[config.mk]
export PLATFORM = sky130hd
export DESIGN_NAME = sram_write_feeder
export DESIGN_NICKNAME = d
export VERILOG_FILES = /design/src/rtl/sram_write_feeder.sv
export SDC_FILE = /design/constraint.sdc
export NUM_CORES = 1
export LEC_CHECK = 0
export BUFFER_PORTS_ARGS = -buffer_cell sky130_fd_sc_hd__buf_4
export CORE_MARGIN = 2
export CORE_UTILIZATION = 60
export DETAILED_ROUTE_END_ITERATION = 10
export GPL_TIMING_DRIVEN = 0
export PLACE_DENSITY = 0.87
export SLEW_MARGIN = 20
export SYNTH_ARGS = -nofsm -noshare
export SYNTH_HDL_FRONTEND = slang
export SYNTH_SLANG_ARGS = --single-unit
[constraint.sdc]
create_clock -name clk -period 7.7 [get_ports clk]
set_input_delay 1.54 -clock clk [delete_from_list [all_inputs] [get_ports clk]]
set_output_delay 1.54 -clock clk [all_outputs]
set_load 0.005 [all_outputs]
[src/rtl/sram_write_feeder.sv]
// Command/data feeder for one SRAM channel of the SPI SRAM engine: buffers write
// bytes in a small FIFO and shifts them onto write_in, MSB first, on io_valid.
module sram_write_feeder #(
  parameter int DEPTH = 16,
  parameter int AW    = 24
) (
  input  logic                   clk,
  input  logic                   rst,
  input  logic                   cmd_valid,
  output logic                   cmd_ready,
  input  logic                   cmd_read,
  input  logic [AW-1:0]          cmd_addr,
  input  logic [AW-1:0]          cmd_len,
  input  logic                   wr_valid,
  output logic                   wr_ready,
  input  logic [7:0]             wr_data,
  output logic [7:0]             inst,
  output logic [AW-1:0]          address,
  output logic [AW-1:0]          byte_length,
  output logic                   write_in,
  input  logic                   io_valid,
  input  logic                   rw_done,
  output logic                   busy,
  output logic                   done,
  output logic                   underrun,
  output logic [$clog2(DEPTH):0] fifo_count
);

  localparam int PW = $clog2(DEPTH);

  typedef enum logic [1:0] {
    IDLE = 2'd0,
    RUN  = 2'd1,
    GAP  = 2'd2
  } state_t;

  state_t        state_reg;
  logic          read_reg;
  logic [2:0]    bit_cnt_reg;
  logic [AW-1:0] byte_cnt_reg;
  logic [7:0]    shreg_reg;

  logic [7:0]    mem [DEPTH];
  logic [PW-1:0] wr_ptr_reg;
  logic [PW-1:0] rd_ptr_reg;
  logic [PW:0]   count_reg;

  logic       full;
  logic       empty;
  logic       push;
  logic       pop;
  logic       cmd_fire;
  logic       bits_left;
  logic       shift_en;
  logic [7:0] head;

  assign full       = (count_reg == (PW+1)'(DEPTH));
  assign empty      = (count_reg == '0);
  assign head       = mem[rd_ptr_reg];
  assign fifo_count = count_reg;
  assign wr_ready   = !full && !rst;
  assign cmd_ready  = (state_reg == IDLE) && !rst;
  assign push       = wr_valid && wr_ready;
  assign cmd_fire   = cmd_valid && cmd_ready;
  // byte_length doubles as the latched length while a command runs
  assign bits_left  = (byte_cnt_reg < byte_length);
  assign shift_en   = (state_reg == RUN) && !read_reg && io_valid && bits_left;
  assign pop        = shift_en && (bit_cnt_reg == 3'd0) && !empty;

  // At a byte boundary the head byte drives the line directly; an empty FIFO sends 0.
  always_comb begin
    write_in = 1'b0;
    if ((state_reg == RUN) && !read_reg && bits_left) begin
      if (bit_cnt_reg == 3'd0) begin
        write_in = !empty && head[7];
      end else begin
        write_in = shreg_reg[7];
      end
    end
  end

  always_ff @(posedge clk) begin
    if (push) begin
      mem[wr_ptr_reg] <= wr_data;
    end
  end

  always_ff @(posedge clk or posedge rst) begin
    if (rst) begin
      wr_ptr_reg <= '0;
      rd_ptr_reg <= '0;
      count_reg  <= '0;
    end else begin
      if (push) begin
        wr_ptr_reg <= wr_ptr_reg + PW'(1);
      end
      if (pop) begin
        rd_ptr_reg <= rd_ptr_reg + PW'(1);
      end
      case ({push, pop})
        2'b10:   count_reg <= count_reg + (PW+1)'(1);
        2'b01:   count_reg <= count_reg - (PW+1)'(1);
        default: count_reg <= count_reg;
      endcase
    end
  end

  always_ff @(posedge clk or posedge rst) begin
    if (rst) begin
      state_reg    <= IDLE;
      read_reg     <= 1'b0;
      bit_cnt_reg  <= 3'd0;
      byte_cnt_reg <= '0;
      shreg_reg    <= 8'h00;
      inst         <= 8'h00;
      address      <= '0;
      byte_length  <= '0;
      busy         <= 1'b0;
      done         <= 1'b0;
      underrun     <= 1'b0;
    end else begin
      done <= 1'b0;
      case (state_reg)
        IDLE: begin
          if (cmd_fire) begin
            if (cmd_len != '0) begin
              state_reg    <= RUN;
              inst         <= cmd_read ? 8'h03 : 8'h02;
              address      <= cmd_addr;
              byte_length  <= cmd_len;
              read_reg     <= cmd_read;
              underrun     <= 1'b0;
              bit_cnt_reg  <= 3'd0;
              byte_cnt_reg <= '0;
              shreg_reg    <= 8'h00;
              busy         <= 1'b1;
            end else begin
              done <= 1'b1;
            end
          end
        end
        RUN: begin
          if (rw_done) begin
            state_reg <= GAP;
            inst      <= 8'h00;
            done      <= 1'b1;
          end
          if (shift_en) begin
            if (bit_cnt_reg == 3'd0) begin
              if (empty) begin
                underrun  <= 1'b1;
                shreg_reg <= 8'h00;
              end else begin
                shreg_reg <= {head[6:0], 1'b0};
              end
            end else begin
              shreg_reg <= {shreg_reg[6:0], 1'b0};
            end
            bit_cnt_reg <= bit_cnt_reg + 3'd1;
            if (bit_cnt_reg == 3'd7) begin
              byte_cnt_reg <= byte_cnt_reg + AW'(1);
            end
          end
        end
        GAP: begin
          state_reg <= IDLE;
          busy      <= 1'b0;
        end
        default: begin
          state_reg <= IDLE;
          busy      <= 1'b0;
        end
      endcase
    end
  end

endmodule

==> impl_results.md <==
- Vias: 7334
- Post-Syn Area: 10600 um2
- Die height: 137 um
- Vias in the first global route: 7389
- Total negative slack: 0 ns
- Gate Count Post-Synth: 788
- Area Growth Syn to Fin: 20.4%
- Worst path arrival time: between 3 and 4 ns
- Drt drc: 0
- Most Frequent Cell on Critical Path: buf_2
- Synth area leader: edfxtp_1
- All-layer global routing usage: 28.8%
- Cells along the critical path: buf_2 > buf_2 > buf_2 > mux4_2 > mux2i_1 > nor2_1 > a21oi_1 > nor3_1 > a21oi_1 > nor3_1 > buf_4
- Layout cells sized above 1: between 20 and 30%
- Root Buffer: clkbuf_16
- Final period util: 65.1%
- Fin. Hold Viols: 0
- Synth top area cells: edfxtp_1 (36%), dfrtp_1 (24%), mux4_2 (7.0%)
- # setup viols final: 0
- Crit start category: register
- Antenna-violating nets left: 0
- Worst Hold Class: reg2reg
- Pwr dens: 360 nW/um2
- Setup Buffers After CTS: 0
- Maximum root-to-sink buffer count: 3
- IO buf count: 123
- Total Routed Length: 26.0 mm
- Drt pass-1 iters: 6
- First-pass GRT wire length: ~40 mm
- Reg2reg setup slack: around 3.7 ns
- Core ar.: 17300 um2
- Buf+Inv Stages, Crit Path: 4
- Initial core utilization: between 60 and 70%
- Post-CTS sizing: 0
- Fmax: about 200 MHz
- Register area: 6420 um2
- Seq/Total Area, Yosys: 60.5%
- Leak: 5.39 nW
- Die footprint: 18800 um2
- Syn Area/Cell: approximately 13 um2
- Total CTS buffers: 24
- Seq cells post-synth: 231
- Hold Buf Count CTS: 0
- Min Clock Period, post-route: 5.01 ns
- Total global routing overflow: 0
- Worst-Skew Late Latency: between 0.5 and 0.6 ns
- Yosys warning total: 0
- WP data required: 6.16 ns
- Slew HR: 34.9%
- Synth Flop Type: edfxtp_1
- I/O Pins: 130
- ANT cells: 0
- CP Capture Type: primary output
- CTS clk-pin slew, worst paths: 0.07 ns
- Net count of the finished layout: 1048
- Num rows: between 40 and 50
- Wire per inst: roughly 22 um
- Largest net degree at the start of global routing: 69
- Count leader, synth: edfxtp_1
- Max incr delay on CP: between 0.4 and 0.5 ns
- Number of flip-flops in the largest register: 128
- Filler cells: 1034
- Routed vias/inst: 6.17
- Reg with most FFs: mem
- Htree depth: 1
- Top post-synthesis cells by count: edfxtp_1 (128), nand2_1 (112), dfrtp_1 (103), inv_1 (42), ha_1 (36)
- CP max FO: 10
- Peak VDD IR: around 0.25 mV
- CTS tree: built
- Layout Skew: 0.0193 ns
- Maxcap violations: 0
- Gpl congestion: 0.867
- Final core utilization: 73.9%
- Die Width: 137 um
- Multi-input gate area: slightly below 4000 um2
- Critical path's top delay family: buffers and inverters
- Yosys cell types: roughly 70
- Synth top area share: between 30% and 40%
- Kind of critical path: reg2out
- RSZ-0062 raised after global routing: false
- Slowest-stage cell, CP: buf_2
- Slew Viols, Final: 0
- 1st-iter DRT viols: 862
- Initial antenna violation count: 0
- Worst-Margin Slew: 0.972 ns
- Post-synth EDFFs: approximately 130
- Detail Placement HPWL: 17.3 mm
- Status: finished clean
- Async set-reset flop share out of synthesis: 44.6%
- Num Clock Sinks: 231
==> per-layer routing <==
layer  global-route usage, %  vias up  part of all wire [%]
li1                        -     3258                     -
met1                    36.8     3610                    38
met2                    51.8      401                    52
met3                    3.85       65                   7.9
met4                    7.73        0                   2.5
met5                       0        -                     0
==> kinds of logic (layout without fill, tap and decap cells) <==
logic type      count (synthesis)  after routing  share of synthesized area [%]
simple gates                  246            246                           11.8
flops                         231            231                           60.5
compound gates                104            104                           7.50
buf+inv                        82            252                           3.21
mux                            76             76                           11.7
fa+ha+maj                      37             37                           4.43
xor+xnor                       11             11                          0.908
other cells                     1              6                         0.0353
==> power by group <==
part / switching (mW) / internal (mW)
Combinational: 0.905 / 0.769
Sequential: 0.169 / 1.55
Clock: 0.493 / 0.717
==> area by class of cell <==
| type | count | area share (%) |
|---|---|---|
| flip-flops and latches | 231 | 50.3 |
| multi-input cells | 480 | 30.7 |
| repair buffers | 129 | 7.68 |
| clock buffers | 28 | 5.15 |
| well taps | 225 | 2.20 |
| plain buffers | 39 | 1.40 |
| clock inverters | 13 | 1.36 |
| inverters | 43 | 1.30 |
==> cell usage in the layout, fill, tap and decap left out, types with 9 or more instances in the layout <==
master,instances
clkbuf_16,26
nor4_1,10
nor2b_1,9
buf_4,131
mux2_2,26
clkbuf_1,26
edfxtp_1,128
nand3_1,26
ha_1,36
o211ai_1,11
mux4_2,33
dfrtp_1,103
nor2_1,23
nand2_1,112
and2_1,9
o21ai_0,14
a21oi_1,19
inv_1,41
mux2i_1,10
buf_2,11
==> per-stage QoR <==
| step | power [mW] | worst slack, ns | std cells | area (um2) | hold WS, ns |
|---|---|---|---|---|---|
| 2_1_floorplan | 2.74 | 2.10 | 793 | 10600 | 0.447 |
| 3_3_place_gp | 3.29 | 0.279 | 1141 | 11800 | 0.460 |
| 3_5_place_dp | 3.37 | 3.01 | 1147 | 11900 | 0.466 |
| 4_1_cts | 4.61 | 2.69 | 1188 | 12800 | 0.479 |
| 5_1_grt | 4.82 | 2.45 | 1188 | 12800 | 0.486 |
| 6_report | 4.60 | 2.69 | 1188 | 12800 | 0.479 |
==> tightest hold or removal path, stage by stage, from the launching register on <==
cell and delay [ns]:
dfrtp_1 0.34, nand2_1 0.05, nand2_1 0.06
==> final timing paths <==
| path | startpoint | end | cells past startpoint |
|---|---|---|---|
| min | address[9]$_DFFE_PP0P_ | address[9]$_DFFE_PP0P_ | 2 |
| min in group asynchronous | rst | byte_length[18]$_DFFE_PP0P_ | 2 |
| max | rd_ptr_reg[1]$_DFFE_PP0P_ | write_in | 11 |
| max in group asynchronous | rst | address[2]$_DFFE_PP0P_ | 3 |
| min reg2reg | address[9]$_DFFE_PP0P_ | address[9]$_DFFE_PP0P_ | 2 |
| max reg2reg | byte_cnt_reg[18]$_DFFE_PP0P_ | fifo_count[4]$_DFFE_PP0P_ | 15 |
(Power assumes the default switching activity.)
